$ cat src/rtl/dnn_param_loader_pkg.sv
// Shared sizes, frame layout and FSM state type for the 4-4-2 DNN parameter loader.
package dnn_param_loader_pkg;

  localparam int unsigned DW         = 5;
  localparam int unsigned N_IN       = 4;
  localparam int unsigned N_HID      = 4;
  localparam int unsigned N_OUT      = 2;
  localparam int unsigned HOLD_CYC   = 2;

  localparam int unsigned FRAME_FULL = N_IN + N_IN * N_HID + N_HID * N_OUT;  // 28
  localparam int unsigned FRAME_X    = N_IN;                                 // 4
  localparam int unsigned CNT_W      = 5;
  localparam int unsigned HOLD_W     = $clog2(HOLD_CYC + 1);

  localparam int unsigned X_W        = N_IN * DW;
  localparam int unsigned W1_W       = N_IN * N_HID * DW;
  localparam int unsigned W2_W       = N_HID * N_OUT * DW;
  localparam int unsigned SHD_W      = FRAME_FULL * DW;

  // Word-index boundaries inside a frame; the shadow is laid out in arrival order.
  localparam int unsigned IDX_W1     = N_IN;
  localparam int unsigned IDX_W2     = N_IN + N_IN * N_HID;

  typedef enum logic {
    ST_LOAD = 1'b0,
    ST_PEND = 1'b1
  } state_e;

  function automatic logic [CNT_W-1:0] last_idx(input logic full);
    return full ? CNT_W'(FRAME_FULL - 1) : CNT_W'(FRAME_X - 1);
  endfunction

endpackage

$ cat src/rtl/dnn_param_loader.sv
// Serial-to-parallel loader: assembles a frame in a shadow, then commits it atomically
// to the parallel outputs, spacing commits by a hold window so consumers see stable weights.
module dnn_param_loader
  import dnn_param_loader_pkg::*;
(
  input  logic              clk,
  input  logic              rst_n,
  input  logic              s_valid,
  output logic              s_ready,
  input  logic [DW-1:0]     s_data,
  input  logic              s_wload,
  input  logic              s_last,
  output logic [X_W-1:0]    x_flat,
  output logic [W1_W-1:0]   w1_flat,
  output logic [W2_W-1:0]   w2_flat,
  output logic              in_ready,
  output logic              weights_valid,
  output logic              frame_err
);

  state_e              state_q, state_d;
  logic [CNT_W-1:0]    cnt_q, cnt_d;
  logic                full_q, full_d;
  logic [SHD_W-1:0]    shd_q, shd_d;
  logic [HOLD_W-1:0]   hold_q, hold_d;
  logic                ready_q, ready_d;
  logic [X_W-1:0]      x_q, x_d;
  logic [W1_W-1:0]     w1_q, w1_d;
  logic [W2_W-1:0]     w2_q, w2_d;
  logic                in_ready_q, in_ready_d;
  logic                wv_q, wv_d;
  logic                err_q, err_d;

  logic                accept_c;
  logic                cur_full_c;
  logic                final_c;
  logic                commit_c;

  // Mode is taken live from s_wload on word 0 and from the latched flag afterwards.
  assign accept_c   = s_valid & ready_q;
  assign cur_full_c = (cnt_q == '0) ? s_wload : full_q;
  assign final_c    = (cnt_q == last_idx(cur_full_c));

  always_comb begin
    state_d    = state_q;
    cnt_d      = cnt_q;
    full_d     = full_q;
    shd_d      = shd_q;
    hold_d     = (hold_q != '0) ? hold_q - HOLD_W'(1) : hold_q;
    x_d        = x_q;
    w1_d       = w1_q;
    w2_d       = w2_q;
    in_ready_d = 1'b0;
    wv_d       = wv_q;
    err_d      = 1'b0;
    commit_c   = 1'b0;

    if (accept_c) begin
      if (cnt_q < CNT_W'(FRAME_FULL)) begin
        shd_d[DW*int'(cnt_q) +: DW] = s_data;
      end
      full_d = cur_full_c;
      if (s_last != final_c) begin
        // Early or missing s_last: drop the frame and restart counting from the next word.
        err_d = 1'b1;
        cnt_d = '0;
      end else if (final_c) begin
        cnt_d = '0;
        if (!cur_full_c && !wv_q) begin
          err_d = 1'b1;
        end else if (hold_q == '0) begin
          commit_c = 1'b1;
        end else begin
          state_d = ST_PEND;
        end
      end else begin
        cnt_d = cnt_q + CNT_W'(1);
      end
    end

    if (state_q == ST_PEND && hold_q == '0) begin
      commit_c = 1'b1;
    end

    if (commit_c) begin
      x_d        = shd_d[X_W-1:0];
      if (full_d) begin
        w1_d = shd_d[DW*IDX_W1 +: W1_W];
        w2_d = shd_d[DW*IDX_W2 +: W2_W];
        wv_d = 1'b1;
      end
      in_ready_d = 1'b1;
      hold_d     = HOLD_W'(HOLD_CYC);
      state_d    = ST_LOAD;
    end

    ready_d = (state_d == ST_LOAD);
  end

  always_ff @(posedge clk) begin
    if (!rst_n) begin
      state_q    <= ST_LOAD;
      cnt_q      <= '0;
      full_q     <= 1'b0;
      shd_q      <= '0;
      hold_q     <= '0;
      ready_q    <= 1'b0;
      x_q        <= '0;
      w1_q       <= '0;
      w2_q       <= '0;
      in_ready_q <= 1'b0;
      wv_q       <= 1'b0;
      err_q      <= 1'b0;
    end else begin
      state_q    <= state_d;
      cnt_q      <= cnt_d;
      full_q     <= full_d;
      shd_q      <= shd_d;
      hold_q     <= hold_d;
      ready_q    <= ready_d;
      x_q        <= x_d;
      w1_q       <= w1_d;
      w2_q       <= w2_d;
      in_ready_q <= in_ready_d;
      wv_q       <= wv_d;
      err_q      <= err_d;
    end
  end

  assign s_ready       = ready_q;
  assign x_flat        = x_q;
  assign w1_flat       = w1_q;
  assign w2_flat       = w2_q;
  assign in_ready      = in_ready_q;
  assign weights_valid = wv_q;
  assign frame_err     = err_q;

endmodule

$ cat config.mk
export PLATFORM = sky130hd
export DESIGN_NAME = dnn_param_loader
export DESIGN_NICKNAME = d
export VERILOG_FILES = /design/src/rtl/dnn_param_loader_pkg.sv /design/src/rtl/dnn_param_loader.sv
export SDC_FILE = /design/constraint.sdc
export NUM_CORES = 1
export LEC_CHECK = 0
export CAP_MARGIN = 20
export CORE_ASPECT_RATIO = 1.2
export CORE_MARGIN = 3
export CORE_UTILIZATION = 49
export DETAILED_ROUTE_END_ITERATION = 8
export GPL_TIMING_DRIVEN = 0
export PLACE_DENSITY = 0.81
export SLEW_MARGIN = 10
export SYNTH_ARGS = -nofsm -noshare
export SYNTH_HDL_FRONTEND = slang
export SYNTH_SLANG_ARGS = --single-unit
export TNS_END_PERCENT = 50
$ cat constraint.sdc
create_clock -name clk -period 3.05 [get_ports clk]
set_input_delay 0.7625 -clock clk [delete_from_list [all_inputs] [get_ports clk]]
set_output_delay 0.7625 -clock clk [all_outputs]
set_load 0.01 [all_outputs]
# Yosys cells after proc, flatten, opt, wreduce, memory -nomap -nowiden
# Index checks and enable logic that the tools add are counted.
[word_totals] regBits=293 out_inout_bits=144
[classes] n_addsub=3 mul=1 n_lt_le_gt_ge=1 eq_ne=2 n_shift=2 mux=26 bitwise_logic=3 n_reduce_logical=11
[ops] operator="$mux W140" count=2
[ops] operator="$bwmux W140" count=1
[ops] operator="$shift A5 B34 Y140 const A" count=1
[ops] operator="$shiftx A5 B34 Y140" count=1
[ops] operator="$neg A8 Y34" count=1
[ops] operator="$mux W1" count=18
[ops] operator="$mux W5" count=3
[ops] operator="$mul A3 B5 Y8 const A" count=1
[ops] operator="$add A5 B1 Y5 const B" count=1
[ops] operator="$eq A5 B5 Y1" count=1
[ops] operator="$logic_not A5 Y1" count=1
[ops] operator="$lt A5 B5 Y1 const B" count=1
[ops] operator="$mux W2" count=2
[ops] operator="$reduce_and A2 Y1" count=2
[ops] operator="$reduce_bool A2 Y1" count=2
[ops] operator="$logic_and A1 B1 Y1" count=2
[ops] operator="$logic_not A1 Y1" count=2
[ops] operator="$logic_not A2 Y1" count=1
[ops] operator="$not A1 Y1" count=2
[ops] operator="$reduce_or A2 Y1" count=1
[ops] operator="$sub A2 B1 Y2 const B" count=1
[ops] operator="$and A1 B1 Y1" count=1
[ops] operator="$ne A1 B1 Y1" count=1

# Depth between registers and ports, before layout
[depth] word_depth=11 depth_mapped=14 depth_no_buf=9

# Worst setup path after synthesis
# OpenSTA, ideal clock, no wires.
[synth_timing] path_type="register to register" startpoint="register cnt_q[0]" endpoint="register w1_q[21], in the netlist w1_flat[21]" setup_ps=134 arrival_time_ps=3116 path_slack_ps=-201 stages_incl_launch_ff=15 path_buffers=5 synth_period_minus_slack_ps=3251 path_cell_list="dfxtp_1 clkbuf_1 inv_1 ha_1 nor3b_1 ha_1 mux2i_1 mux2i_1 a32o_1 buf_2 and2_1 clkbuf_1 buf_2 buf_2 a211oi_1"
[synth_via] elab_chain_len=10
[synth_rtl] element="from (decl)" line_no="dnn_param_loader.sv:22" text="logic [CNT_W-1:0] cnt_q, cnt_d;"
[synth_rtl] element="from (signal assigned)" line_no="dnn_param_loader.sv:116" text="cnt_q <= cnt_d;"
[synth_rtl] element="parallel branches: the longest is 10 deep, another holds $neg A8 Y34"
[synth_rtl] element="to (signal assigned)" line_no="dnn_param_loader.sv:122" text="w1_q <= w1_d;"
[synth_rtl] element="to (decl)" line_no="dnn_param_loader.sv:28" text="logic [W1_W-1:0] w1_q, w1_d;"
# Several ways; the timed one is not identified.
# A chain may end at the register's enable or synchronous reset.

# Final worst setup path
[layout_timing] startpoint="register cnt_q[1]" endpoint="register w2_q[32], in the netlist w2_flat[32]"
[layout_via] elab_chain_len=10
[layout_rtl] element="parallel branches: the longest is 10 deep, another holds $neg A8 Y34"
[layout_rtl] element="to (signal assigned)" line_no="dnn_param_loader.sv:123" text="w2_q <= w2_d;"
[layout_rtl] element="to (decl)" line_no="dnn_param_loader.sv:29" text="logic [W2_W-1:0] w2_q, w2_d;"
# Several ways; the timed one is not identified.

==> insert_results.sql <==
INSERT INTO impl_metrics (metric_group, metric, value, unit) VALUES
('synth', 'synth.yosys.warnings', '0', ''),
('detailed_routing', 'average_wire_per_cell_in_the_routed_design', '19.9', 'um'),
('synth', 'post_synth_instance_area', '10900', 'um2'),
('setup_path', 'crit_path_end_kind', 'flop', ''),
('floorplan', 'floorplan.initialDensity', '0.500', ''),
('setup_path', 'worstSetupPathDepth', '13', ''),
('sta', 'slew_violations', '0', ''),
('setup_path', 'worstPathCellList', 'buf_6, inv_1, ha_4, nor3b_2, ha_2, mux2i_4, mux2i_2, a32o_2, buf_6, and2_4, buf_8, buf_4, a211oi_1', ''),
('floorplan', 'core_region_area', '21800', 'um2'),
('setup_path', 'timing.critical_path.buf_inv', '5', ''),
('cells_and_area', 'area.growth.synth_to_final', '27.8', '%'),
('job', 'maxCapViolations', '0', ''),
('setup_path', 'timing.setup.critical_path_class', 'reg2reg', ''),
('clock_network', 'clock_latency', '0.54', 'ns'),
('sta', 'setup_repair_after_global_routing_missed_its_margin', 'false', ''),
('setup_path', 'path_max_fanout', '10', ''),
('synth', 'seq_area_frac_synth', '0.539', ''),
('placed_design', 'number_of_buffers_inserted_by_port_buffering', '152', ''),
('sta', 'number_of_failing_setup_endpoints_in_the_final_timing_report', '0', ''),
('setup_path', 'critical_path_arrival', '3.33', 'ns'),
('clock_network', 'clk_path_buf_depth', '3', ''),
('detailed_routing', 'post_drt_via_cell_ratio', '5.75', ''),
('global_route', 'via_count_of_the_first_global_routing_pass', '8892', ''),
('clock_network', 'cts.sinks', '293', ''),
('clock_network', 'clock_tree.htree_level_count', '1', ''),
('setup_path', 'critical_path_startpoint_category', 'flop', ''),
('floorplan', 'design.die.area', '24000', 'um2'),
('pwr', 'vdd.ir_drop.worst', '381', 'uV'),
('synth', 'syn_avg_cell_area', '10.1', 'um2'),
('sta', 'finalCritPeriodShare', '0.959', ''),
('cells_and_area', 'final_layout_size_suffix_gt1_frac', '0.106', ''),
('cells_and_area', 'final_nets', '1278', ''),
('synth', 'yosysUniqueCellTypes', '47', ''),
('placed_design', 'routability_driven_placement_congestion_ratio', '0.917', ''),
('detailed_routing', 'route.antenna.remaining_nets', '0', ''),
('clock_network', 'cts-buffers-inserted', '27', ''),
('synth', 'synth.largest_area_cell', 'sky130_fd_sc_hd__dfxtp_1', ''),
('sta', 'timing.final.crit_period', '2.92', 'ns'),
('synth', 'post-synth-top-count-cell', 'sky130_fd_sc_hd__dfxtp_1', ''),
('clock_network', 'cts-root-buf', 'sky130_fd_sc_hd__clkbuf_16', ''),
('setup_path', 'crit_start', 'cnt_q[1]$_SDFFE_PN0P_', ''),
('synth', 'synthesis.instances', '1082', ''),
('synth', 'most_instantiated_flip_flop_cell_in_the_synthesis_netlist', 'sky130_fd_sc_hd__dfxtp_1', ''),
('cells_and_area', 'antenna_cells', '0', ''),
('setup_path', 'crit_path_top_delay_cell', 'sky130_fd_sc_hd__dfxtp_1', ''),
('synth', 'netlist_top_cells_count', 'sky130_fd_sc_hd__dfxtp_1, sky130_fd_sc_hd__nor2_1, sky130_fd_sc_hd__mux2i_1, sky130_fd_sc_hd__a211oi_1, sky130_fd_sc_hd__a21oi_1', ''),
('run_status', 'run_status', 'complete, no violations', ''),
('global_route', 'grt_first_pass_wirelength', '48000', 'um'),
('setup_path', 'rr_worst_depth', '13', ''),
('setup_path', 'cp_top_family', 'buffers and inverters', ''),
('pwr', 'total_power', '7.58', 'mW'),
('detailed_routing', 'drt_first_pass_iters', '6', ''),
('setup_path', 'timing.critical_path.required', '3.45', 'ns'),
('detailed_routing', 'finalWirelength', '31100', 'um'),
('pwr', 'power-per-cell-area', '545', 'nW/um2'),
('sta', 'endpoints_failing_hold', '0', ''),
('global_route', 'globalRouteOverflowTotal', '0', ''),
('synth', 'yosys.area.top_type_share', '0.539', ''),
('setup_path', 'critPathCapture', 'w2_flat[32]$_SDFFE_PN0P_', ''),
('floorplan', 'top_level_ports', '154', ''),
('setup_path', 'ff2ff_setup_slack', '0.13', 'ns'),
('synth', 'ys_seq_elements', '293', ''),
('setup_path', 'timing.critical_path.mode_cell', 'sky130_fd_sc_hd__buf_6', ''),
('pwr', 'power_leakage', '5.13', 'nW'),
('global_route', 'number_of_antenna_violations_at_the_first_check_in_global_routing', '0', ''),
('placed_design', 'dp_hpwl', '21400', 'um'),
('sta', 'fmax', '0.342', 'GHz'),
('detailed_routing', 'drc_errors', '0', ''),
('setup_path', 'rr_endpoint', 'w2_flat[32]$_SDFFE_PN0P_', ''),
('sta', 'tightest_slew', '0.896', 'ns'),
('sta', 'timing.max_slew.rel_slack', '0.402', '');
[layout by cell type (no fill, tap or decap), types with 7 or more instances in the layout]
cell type                           n
sky130_fd_sc_hd__a211oi_1         127
sky130_fd_sc_hd__a211oi_2           8
sky130_fd_sc_hd__a21oi_1          128
sky130_fd_sc_hd__and2_1             8
sky130_fd_sc_hd__and3_1            13
sky130_fd_sc_hd__buf_4             12
sky130_fd_sc_hd__buf_6             10
sky130_fd_sc_hd__clkbuf_1          61
sky130_fd_sc_hd__clkbuf_16         27
sky130_fd_sc_hd__clkbuf_2          14
sky130_fd_sc_hd__clkdlybuf4s50_1  152
sky130_fd_sc_hd__clkinv_2           7
sky130_fd_sc_hd__dfxtp_1          292
sky130_fd_sc_hd__mux2i_1          139
sky130_fd_sc_hd__nand2_1            9
sky130_fd_sc_hd__nand3_1            7
sky130_fd_sc_hd__nor2_1           168
sky130_fd_sc_hd__o21ai_0            7
[layer usage]
layer / vias to the layer above / global-route usage / routed length (um)
met5: - / 0 / 0
met4: 0 / 0.113 / 1200
met3: 85 / 0.0358 / 1910
met2: 321 / 0.428 / 15300
met1: 4360 / 0.311 / 12700
li1: 4192 / - / -
[layout make-up]
class                           instances  area (um2)
Sequential cell                       293        5870
Timing Repair Buffer                  158        1570
Multi-Input combinational cell        676        4660
Inverter                                5        18.8
Buffer                                102         551
Fill cell                            1696        7870
Clock buffer                           35         736
Clock inverter                         15         165
Tap cell                              274         343
[worst min-delay path by stage]
stage | depth (start not counted) | slack [ns] | to | start
detailed placement | 1 | 0.45 | hold_q[0]$_SDFFE_PP0P_ | hold_q[0]$_SDFFE_PP0P_
global route | 1 | 0.50 | hold_q[0]$_SDFFE_PP0P_ | hold_q[0]$_SDFFE_PP0P_
CTS | 1 | 0.48 | hold_q[0]$_SDFFE_PP0P_ | hold_q[0]$_SDFFE_PP0P_
global placement | 1 | 0.43 | hold_q[0]$_SDFFE_PP0P_ | hold_q[0]$_SDFFE_PP0P_
floorplan | 1 | 0.42 | hold_q[0]$_SDFFE_PP0P_ | hold_q[0]$_SDFFE_PP0P_
finish | 1 | 0.49 | hold_q[0]$_SDFFE_PP0P_ | hold_q[0]$_SDFFE_PP0P_
[flip-flops by register name, indices dropped and copies added (netlist names)]
register	flops
weights_valid	1
w1_flat	80
x_flat	20
shd_q	140
full_q	1
hold_q	2
state_q	1
frame_err	1
s_ready	1
w2_flat	40
cnt_q	5
in_ready	1
[per-stage QoR]
step | area, um2 | std cells | setup slack [ns] | TNS (ns) | utilization
2_1_floorplan | 10900 | 1082 | 0.0546 | 0 | -
3_3_place_gp | 12800 | 1508 | -0.771 | -94.63 | 0.586
3_5_place_dp | 12800 | 1508 | -0.846 | -106.23 | 0.586
4_1_cts | 13800 | 1557 | -0.00863 | -0.0405 | 0.633
5_1_grt | 13900 | 1558 | 0.0321 | 0 | 0.639
6_report | 13900 | 1558 | 0.126 | 0 | 0.639
[kinds of logic (layout without fill, tap and decap cells)]
logic type	Yosys count	in the layout	synth area share
compound gates	279	279	0.169
xor+xnor	6	6	0.00724
fa+ha+maj	5	5	0.00575
buf+inv	113	315	0.0425
flops	293	293	0.539
mux	143	143	0.132
simple gates	243	243	0.105
[power by group]
group | internal [mW] | total [mW] | switching (mW)
Sequential | 3.83 | 3.84 | 0.00962
Combinational | 0.0853 | 0.330 | 0.244
Clock | 1.96 | 3.41 | 1.45
Total | 5.88 | 7.58 | 1.70
[repair_timing]
action	CTS	global route
gates cloned	0	1
pin swaps	2	6
setup buffers	2	3
hold endpoints to repair	0	0
hold buffers	0	0
gates resized for setup	46	48
setup endpoints to repair	175	184
No activity file was read; power rests on OpenSTA's default activity.
